**src/rtl/fix_msg_capture_pkg.sv**
```systemverilog
// fix_pkg: shared state encoding and default geometry for the FIX message capture buffer.
package fix_pkg;
    localparam int FIX_ADDR_WIDTH = 8;
    localparam int FIX_DATA_WIDTH = 8;
    typedef enum logic [2:0] {IDLE, CAP_I, CAP_A, READY, DRAIN} cap_state_t;
endpackage

```
**src/rtl/fix_msg_capture_ram.sv**
```systemverilog
// fix_msg_capture_ram: single-port synchronous RAM, write-enable plus registered read.
module fix_msg_capture_ram #(
    parameter int ADDR_WIDTH = 8,
    parameter int DATA_WIDTH = 8
) (
    input  logic                  clk,
    input  logic                  we,
    input  logic [ADDR_WIDTH-1:0] addr,
    input  logic [DATA_WIDTH-1:0] wdata,
    output logic [DATA_WIDTH-1:0] rdata
);
    logic [DATA_WIDTH-1:0] mem [2**ADDR_WIDTH];
    always_ff @(posedge clk) begin
        if (we) mem[addr] <= wdata;
        rdata <= mem[addr];
    end
endmodule

```
**src/rtl/fix_msg_capture.sv**
```systemverilog
// fix_msg_capture: captures one FIX message from initiator or acceptor engine into a RAM buffer,
// exposes length/checksum/source, then drains it byte by byte.
module fix_msg_capture
    import fix_pkg::*;
#(
    parameter int ADDR_WIDTH = FIX_ADDR_WIDTH,
    parameter int DATA_WIDTH = FIX_DATA_WIDTH
) (
    input  logic                  clk,
    input  logic                  reset,
    input  logic                  wr_i,
    input  logic [DATA_WIDTH-1:0] data_i,
    input  logic                  end_i,
    input  logic                  wr_a,
    input  logic [DATA_WIDTH-1:0] data_a,
    input  logic                  end_a,
    output logic                  full_i,
    output logic                  full_a,
    input  logic                  rd_en,
    output logic [DATA_WIDTH-1:0] rd_data,
    output logic                  rd_valid,
    output logic                  rd_last,
    input  logic                  msg_clear,
    output logic                  msg_ready,
    output logic [ADDR_WIDTH:0]   msg_len,
    output logic [DATA_WIDTH-1:0] msg_sum,
    output logic                  msg_src,
    output logic                  overflow
);
    localparam logic [ADDR_WIDTH:0] DEPTH = {1'b1, {ADDR_WIDTH{1'b0}}};

    cap_state_t state, state_d;
    logic [ADDR_WIDTH-1:0] wr_ptr, rd_ptr, addr;
    logic [DATA_WIDTH-1:0] wdata, ram_q;
    logic idle, cap_i, cap_a, hold, full_len, acc, drop, rd_go, last_rd;

    assign idle     = state == IDLE;
    assign cap_i    = state == CAP_I;
    assign cap_a    = state == CAP_A;
    assign hold     = state == READY || state == DRAIN;
    assign full_len = msg_len == DEPTH;
    assign full_i   = cap_a || hold || (cap_i && full_len);
    assign full_a   = cap_i || hold || (cap_a && full_len);
    assign acc      = idle ? (wr_i || wr_a) : cap_i ? (wr_i && !full_len) : cap_a && wr_a && !full_len;
    // In IDLE neither source is full; the only drop there is the losing acceptor in a collision.
    assign drop     = (wr_i && full_i) || (wr_a && full_a) || (idle && wr_i && wr_a);
    assign wdata    = (idle ? wr_i : cap_i) ? data_i : data_a;
    assign rd_go    = hold && rd_en;
    assign last_rd  = rd_go && ({1'b0, rd_ptr} == msg_len - (ADDR_WIDTH+1)'(1));
    assign addr     = hold ? rd_ptr : wr_ptr;
    assign msg_ready = hold;
    assign rd_data  = rd_valid ? ram_q : '0;

    fix_msg_capture_ram #(.ADDR_WIDTH(ADDR_WIDTH), .DATA_WIDTH(DATA_WIDTH)) u_ram (
        .clk(clk), .we(acc), .addr(addr), .wdata(wdata), .rdata(ram_q)
    );

    always_ff @(posedge clk or negedge reset) begin
        if (!reset) state <= IDLE;
        else        state <= state_d;
    end

    always_comb begin
        state_d = state;
        unique case (state)
            IDLE:         state_d = wr_i ? (end_i ? READY : CAP_I) : wr_a ? (end_a ? READY : CAP_A) : IDLE;
            CAP_I:        state_d = (end_i && (msg_len != '0 || wr_i)) ? READY : CAP_I;
            CAP_A:        state_d = (end_a && (msg_len != '0 || wr_a)) ? READY : CAP_A;
            READY, DRAIN: state_d = last_rd ? IDLE : rd_go ? DRAIN : state;
            default:      state_d = IDLE;
        endcase
        if (msg_clear) state_d = IDLE;
    end

    always_ff @(posedge clk or negedge reset) begin
        if (!reset) begin
            wr_ptr   <= '0;
            rd_ptr   <= '0;
            msg_len  <= '0;
            msg_sum  <= '0;
            msg_src  <= 1'b0;
            overflow <= 1'b0;
            rd_valid <= 1'b0;
            rd_last  <= 1'b0;
        end else if (msg_clear) begin
            wr_ptr   <= '0;
            rd_ptr   <= '0;
            msg_len  <= '0;
            msg_sum  <= '0;
            msg_src  <= 1'b0;
            overflow <= 1'b0;
            rd_valid <= 1'b0;
            rd_last  <= 1'b0;
        end else begin
            rd_valid <= rd_go;
            rd_last  <= last_rd;
            if (drop) overflow <= 1'b1;
            if (acc) begin
                wr_ptr  <= wr_ptr + ADDR_WIDTH'(1);
                msg_len <= msg_len + (ADDR_WIDTH+1)'(1);
                msg_sum <= msg_sum + wdata;
                if (idle) msg_src <= !wr_i;
            end
            if (rd_go) rd_ptr <= rd_ptr + ADDR_WIDTH'(1);
            // Final byte issued: the buffer is released while its data is still in flight from the RAM.
            if (last_rd) begin
                wr_ptr  <= '0;
                rd_ptr  <= '0;
                msg_len <= '0;
                msg_sum <= '0;
            end
        end
    end
endmodule

```
**config.mk**
```make
export PLATFORM = sky130hd
export DESIGN_NAME = fix_msg_capture
export DESIGN_NICKNAME = d
export VERILOG_FILES = /design/src/rtl/fix_msg_capture_pkg.sv /design/src/rtl/fix_msg_capture_ram.sv /design/src/rtl/fix_msg_capture.sv
export SDC_FILE = /design/constraint.sdc
export NUM_CORES = 2
export LEC_CHECK = 0
export CAP_MARGIN = 40
export CORE_ASPECT_RATIO = 0.75
export CORE_MARGIN = 3
export CORE_UTILIZATION = 30
export DETAILED_ROUTE_END_ITERATION = 8
export PLACE_DENSITY = 0.44
export SLEW_MARGIN = 10
export SYNTH_ARGS = -nofsm -noshare
export SYNTH_HDL_FRONTEND = slang
export SYNTH_HIERARCHICAL = 1
export SYNTH_SLANG_ARGS = --single-unit
```
**constraint.sdc**
```tcl
create_clock -name clk -period 5.2 [get_ports clk]
set_input_delay 0.52 -clock clk [delete_from_list [all_inputs] [get_ports clk]]
set_output_delay 0.52 -clock clk [all_outputs]
set_load 0.02 [all_outputs]
```
=== Word-level counts from Yosys, hierarchy flattened ===
Memory sizes are Yosys's and may differ from the RTL's. A register that Yosys moved wholly into a read port is not among the register bits.
Cells that the tools add are included.

* Register bits after elaboration: 40
* Memory bits (writable): 2,048
* Input bits: 24
* Output and inout bits: 32
* Logic and storage cells: 93
* Memories kept: 1

* Add/sub/neg operators: 5
* Eq/ne operators: 7
* Muxes and demuxes: 37
* Reductions and logical operators: 34

{| class="wikitable"
|+ Memories
! memory !! depth !! width !! rd ports !! clocked after memory_dff !! write ports !! line !! source
|-
| u_ram.mem || 256 || 8 || 1 || 1 || 1 || fix_msg_capture_ram.sv:12 || <nowiki>logic [DATA_WIDTH-1:0] mem [2**ADDR_WIDTH];</nowiki>
|}

{| class="wikitable"
|+ Operator list
! cell !! count
|-
| $mux 8 || 12
|-
| $mux 9 || 3
|-
| $add 8x1->8 const B || 2
|-
| $mux 1 || 14
|-
| $logic_and 1x1->1 || 13
|-
| $pmux 3 s4 || 1
|-
| $logic_or 1x1->1 || 10
|-
| $add 9x1->9 const B || 1
|-
| $eq 8x9->1 || 1
|-
| $eq 9x9->1 const B || 1
|-
| $mux 3 || 3
|-
| $reduce_bool 9->1 || 1
|-
| $sub 9x1->9 const B || 1
|-
| $add 8x8->8 || 1
|-
| $mux 2 || 4
|-
| $eq 3x2->1 const B || 2
|-
| $reduce_bool 2->1 || 3
|-
| $reduce_bool 3->1 || 2
|-
| $ne 4x4->1 const B || 1
|-
| $eq 3x1->1 const B || 1
|-
| $eq 3x3->1 const B || 1
|-
| $logic_not 3->1 || 1
|-
| $logic_not 1->1 || 2
|-
| $reduce_and 2->1 || 1
|-
| $reduce_or 2->1 || 1
|}

=== Depth between registers and ports, before layout ===
* Word-level depth: 9
* Gate-level depth with buffers: 13

=== Cells and area by module ===
Netlist, hierarchy kept.

{| class="wikitable"
|+ Modules (own cells, without submodules)
! module !! instances !! cells an instance !! area an instance (sq um) !! seq. area each (sq um)
|-
| fix_msg_capture_ram || 1 || 3,547 || 78,492.8 || 61,659.1
|-
| fix_msg_capture || 1 || 317 || 2,820.2 || 1,001.0
|}

=== Least setup slack after synthesis ===
OpenSTA, ideal clock, no wires.

* Path type: register to register
* Start: register state[2]
* End: register msg_sum[6]
* Library setup time: 0.077 ns
* Data arrival time: 4.828 ns
* Path slack: 0.295 ns
* Cell stages (with the launch flop): 13
* Path buffers: 1
* Clock period less this slack: 4.905 ns
* Cells stage by stage: dfrtp_1 > clkbuf_1 > nor3_2 > mux2_2 > ha_1 > inv_1 > fa_1 > nor2b_1 > o31a_1 > o21a_1 > nor3_1 > or3b_2 > a21oi_1

* Longest elaborated chain between the ends: 7
* Elaborated cells between the ends (all ways): 19
* Those cells by class: add/sub (1); eq/ne (4); mux (7); reduce/logical (7)

{| class="wikitable"
|+ Ends and longest elaborated chain
! what !! line !! source
|-
| start: declaration || fix_msg_capture.sv:32 || <nowiki>cap_state_t state, state_d;</nowiki>
|-
| start signal: assignment || fix_msg_capture.sv:60 || <nowiki>else state <= state_d;</nowiki>
|-
| $eq 3x1->1 or $logic_not 3->1 (tied branches) || fix_msg_capture.sv:38, fix_msg_capture.sv:37 ||
|-
| $mux 1 (*) || fix_msg_capture.sv:47 || <nowiki>assign wdata = (idle ? wr_i : cap_i) ? data_i : data_a;</nowiki>
|-
| $mux 8 (*) || fix_msg_capture.sv:47 ||
|-
| via wdata[0] || fix_msg_capture.sv:34 || <nowiki>logic [DATA_WIDTH-1:0] wdata, ram_q;</nowiki>
|-
| $add 8x8->8 (*) || fix_msg_capture.sv:101 || <nowiki>msg_sum <= msg_sum + wdata;</nowiki>
|-
| $mux 8 (*) || fix_msg_capture.sv:98 || <nowiki>if (acc) begin</nowiki>
|-
| $mux 8 (*) || fix_msg_capture.sv:106 || <nowiki>if (last_rd) begin</nowiki>
|-
| $mux 8 (*) || fix_msg_capture.sv:85 || <nowiki>end else if (msg_clear) begin</nowiki>
|-
| end signal: assignment || fix_msg_capture.sv:101 ||
|-
| end: declaration || fix_msg_capture.sv:26 || <nowiki>output logic [DATA_WIDTH-1:0] msg_sum,</nowiki>
|}

Mark *: on every way through the listed nets, which the timed path passes. The rest lies on a longest branch. The select of a mux whose other input is x is not followed.
A chain may end at the register's enable or synchronous reset.

=== Final worst setup path ===
* Start: register state[1]
* End: register u_ram.rdata[1] (read register of u_ram.mem)

* Longest elaborated chain between the ends: 3
* Elaborated cells between the ends (all ways): 4
* Those cells by class: eq/ne (2); mux (1); reduce/logical (1)

{| class="wikitable"
|+ Ends and longest elaborated chain
! what !! line !! source
|-
| $eq 3x2->1 or $eq 3x3->1 (tied branches) || fix_msg_capture.sv:40 || <nowiki>assign hold = state == READY || state == DRAIN;</nowiki>
|-
| $logic_or 1x1->1 (*) || fix_msg_capture.sv:40 ||
|-
| $mux 8 (*) || fix_msg_capture.sv:50 || <nowiki>assign addr = hold ? rd_ptr : wr_ptr;</nowiki>
|-
| via addr[0] || fix_msg_capture.sv:33 || <nowiki>logic [ADDR_WIDTH-1:0] wr_ptr, rd_ptr, addr;</nowiki>
|-
| end: declaration || fix_msg_capture_ram.sv:10 || <nowiki>output logic [DATA_WIDTH-1:0] rdata</nowiki>
|}

Mark *: on every way through the listed nets, which the timed path passes. The rest lies on a longest branch.

==> qor.yml <==
outcome:
  status: "complete, no violations"
synth:
  synth-compound-area-share_pct: 3.92
  synth-simple-area-share_pct: 2.52
  synth_top_family_by_area: "multiplexers"
  postSynth.asyncResetShare_pct: 1.91
  synthMuxAreaShare_pct: 14.4
  netlist.area_leader.share_pct: 75.6
  synthAdderAreaFrac_pct: 0.194
  synth_area_leaders: "edfxtp_1, mux4_2, a22oi_1"
  yosysTopAreaCell: "edfxtp_1"
  synth_xor_area_share_pct: 0.355
  ys_top_cells_by_count: "edfxtp_1, mux4_2, nor2_1"
  synth_nets: 3900
  synth_edf_count: 2048
  syn-cell-area_sq_um: 81300
  ys_types: 58
  synth_cells: 3864
  post-synth-top-count-cell: "edfxtp_1"
  ys_seq_area_share_pct: 77.1
  synth_area_per_cell_sq_um: 21.0
  yosysWarnings: 6
  synth-seq-cells: 2096
  synth-main-ff-cell: "edfxtp_1"
critical_path:
  path_buf_inv: 2
  reg2reg_setup_slack_ns: 0.35
  endpoint: "u_ram/rdata[1]"
  end_kind: "flop"
  cp_data_required_time_ns: 5.89
  path_delay_family: "compound AO/OA/AOI/OAI gates"
  crit_type: "flop to flop"
  slowest_stage: "o41ai_1"
  path_max_fanout: 40
  rr_endpoint: "u_ram/rdata[1]"
  crit_path_max_incr_delay_ns: 0.78
  worstSetupPathDepth: 10
  path_cells: "or3b_4, nand2_1, mux2_8, buf_12, mux4_2, a22oi_1, a21oi_1, o41ai_1, buf_4, nand4_1"
  cp-startpoint: "state[1]"
  crit_path_start_kind: "flop"
  r2r_cells: 10
  r2r_start: "state[1]"
  crit_arrival_ns: 5.54
place:
  gp_congestion: 0.779
  hpwl_mm: 147
  portBuffers: 55
  place_ws_ns: 0.415
  place_inst: 7669
power_and_ir_drop:
  powerDensity_nw_per_um2: 415
  peakVddDrop_v: 0.000283
  p_leak_nw: 29.4
drt:
  post_drt_wl_per_cell_um: 28.9
  drc: 0
  vias: 40729
  antenna_left: 0
  drtIter0Drc: 4707
  drt_pass1_iterations: 7
  highest_layer: "met5"
  met1_length_mm: 111
  wl_mm: 232
  met3_length_mm: 14.2
  viasPerCell: 5.06
  wl_met2_mm: 103
die:
  core_area_sq_um: 268000
  rows: 164
  ios: 56
  die_w_um: 607
  start_util_pct: 30.3
  die_h_um: 457
  die_area_sq_um: 277000
cts:
  post_cts_resized: 0
  hold_buffers: 1
  cts_tree: "done"
  clock_latency_ns: 0.86
  clk_pin_slew_ns: 0.06
  cts_buffers: 211
  clk_path_buf_depth: 4
  cts_root_buffer: "clkbuf_16"
  htreeDepth: 4
  cts.sinks: 2096
  cts_setup_buffers: 0
timing:
  fin_tns_setup_ns: 0
  tightestPinTransition_ns: 1.07
  setup_viol: 0
  final.min_clock_period_ns: 4.85
  report.final.slew_viol_count: 0
  timing.final.ws_setup_ns: 0.348
  fin_skew_ns: 0.0736
  fin_crit_sh_pct: 93.3
  fmax_mhz: 206
  rsz0062_at_grt: "false"
  slew_headroom_pct: 28.9
  finalHoldViolCount: 0
cells_and_area:
  final_nets: 4356
  area_growth_pct: 17.9
  drive_above_1_share_pct: 28.3
  final_cells: 8055
job:
  max-cap-violations: 0
grt:
  grt_usage_pct: 16.6
  grt-ovfl-total: 0
  grt_pass1_wl_mm: 330
  grt_max_degree: 180
  grt_pass1_vias: 41509
  antenna_found_initial: 10
worst_hold_path:
  hold_class: "input pin to async pin"
[sequential cells by signal (all words and copies together), names as in the netlist]
register     count
wr_ptr           8
u_ram/rdata      8
msg_len          9
msg_src          1
state            3
u_ram/mem     2048
overflow         1
rd_last          1
rd_valid         1
rd_ptr           8
msg_sum          8
[power breakdown]
part / switching (W) / internal [W] / total (W)
combinational: 0.00334 / 0.00242 / 0.00576
clock: 0.00645 / 0.00840 / 0.0148
sequential: 0.0000747 / 0.0191 / 0.0191
total: 0.00986 / 0.0299 / 0.0397
[worst min-delay path by stage]
stage | startpoint | to | slack [ns] | cells after the start
after global routing | reset | msg_sum[5] | 0.15 | 2
after detailed placement | reset | msg_len[3] | 0.46 | 1
after global placement | overflow | overflow | 0.50 | 2
after floorplan | reset | msg_len[0] | 0.22 | 0
after CTS | reset | msg_len[2] | 0.12 | 2
final | reset | msg_sum[5] | 0.17 | 2
[layout make-up]
type                       instances  area [sq um]
inverter                          14          52.6
fill                           24784        172000
timing repair buffer             492          4470
multi-input combinational       1505         17700
clock buffer                     258          5530
antenna                            3          7.51
clock inverter                   118          1010
sequential                      2096         62700
tap                             3569          4470
[cells by family (layout without fill, tap and decap cells)]
| group | Yosys count | count (layout) |
|---|---|---|
| DFF | 2096 | 2096 |
| muxes | 530 | 530 |
| AOI/OAI and AO/OA | 467 | 467 |
| and+or+nand+nor | 463 | 463 |
| buffers and inverters | 263 | 882 |
| xor gates and xnor gates | 33 | 33 |
| adders and majority gates | 12 | 12 |
| other | 0 | 3 |
[layout by cell type, fill, tap and decap left out, types with 8 or more instances in the layout]
master,count
inv_1,13
dfrtp_1,40
dfxtp_1,8
clkdlybuf4s50_1,54
buf_16,8
nand3_2,8
and2_1,11
clkbuf_1,42
a22oi_1,256
buf_12,38
clkinv_2,32
edfxtp_1,2048
nor2_1,274
nand3_1,20
xor2_1,13
ha_1,11
a21oi_1,145
clkinv_1,59
buf_4,385
xnor2_1,20
mux2_8,10
o41ai_1,32
o21ai_0,9
nand4_1,15
mux4_2,512
clkbuf_16,213
bufinv_16,18
nor3_1,40
nand2_1,45
[layer usage]
layer | vias to the layer above | GRT usage [%]
met1 | 22091 | 25.9
met3 | 255 | 2.69
met2 | 1266 | 24.4
li1 | 17115 | -
met5 | - | 0
met4 | 2 | 3.30
[per-stage QoR]
step | total power (W) | hold WS (ns) | util, % | cell area [sq um]
6_report | 0.0397 | 0.168 | 35.8 | 95900
5_1_grt | 0.0413 | 0.148 | 35.8 | 95900
4_1_cts | 0.0403 | 0.121 | 35.7 | 95700
3_5_place_dp | 0.0253 | 0.464 | 33.3 | 89200
3_3_place_gp | 0.0253 | 0.497 | 33.2 | 88900
2_1_floorplan | 0.0231 | 0.224 | - | 81300
Power figures use the tool's default switching activity.
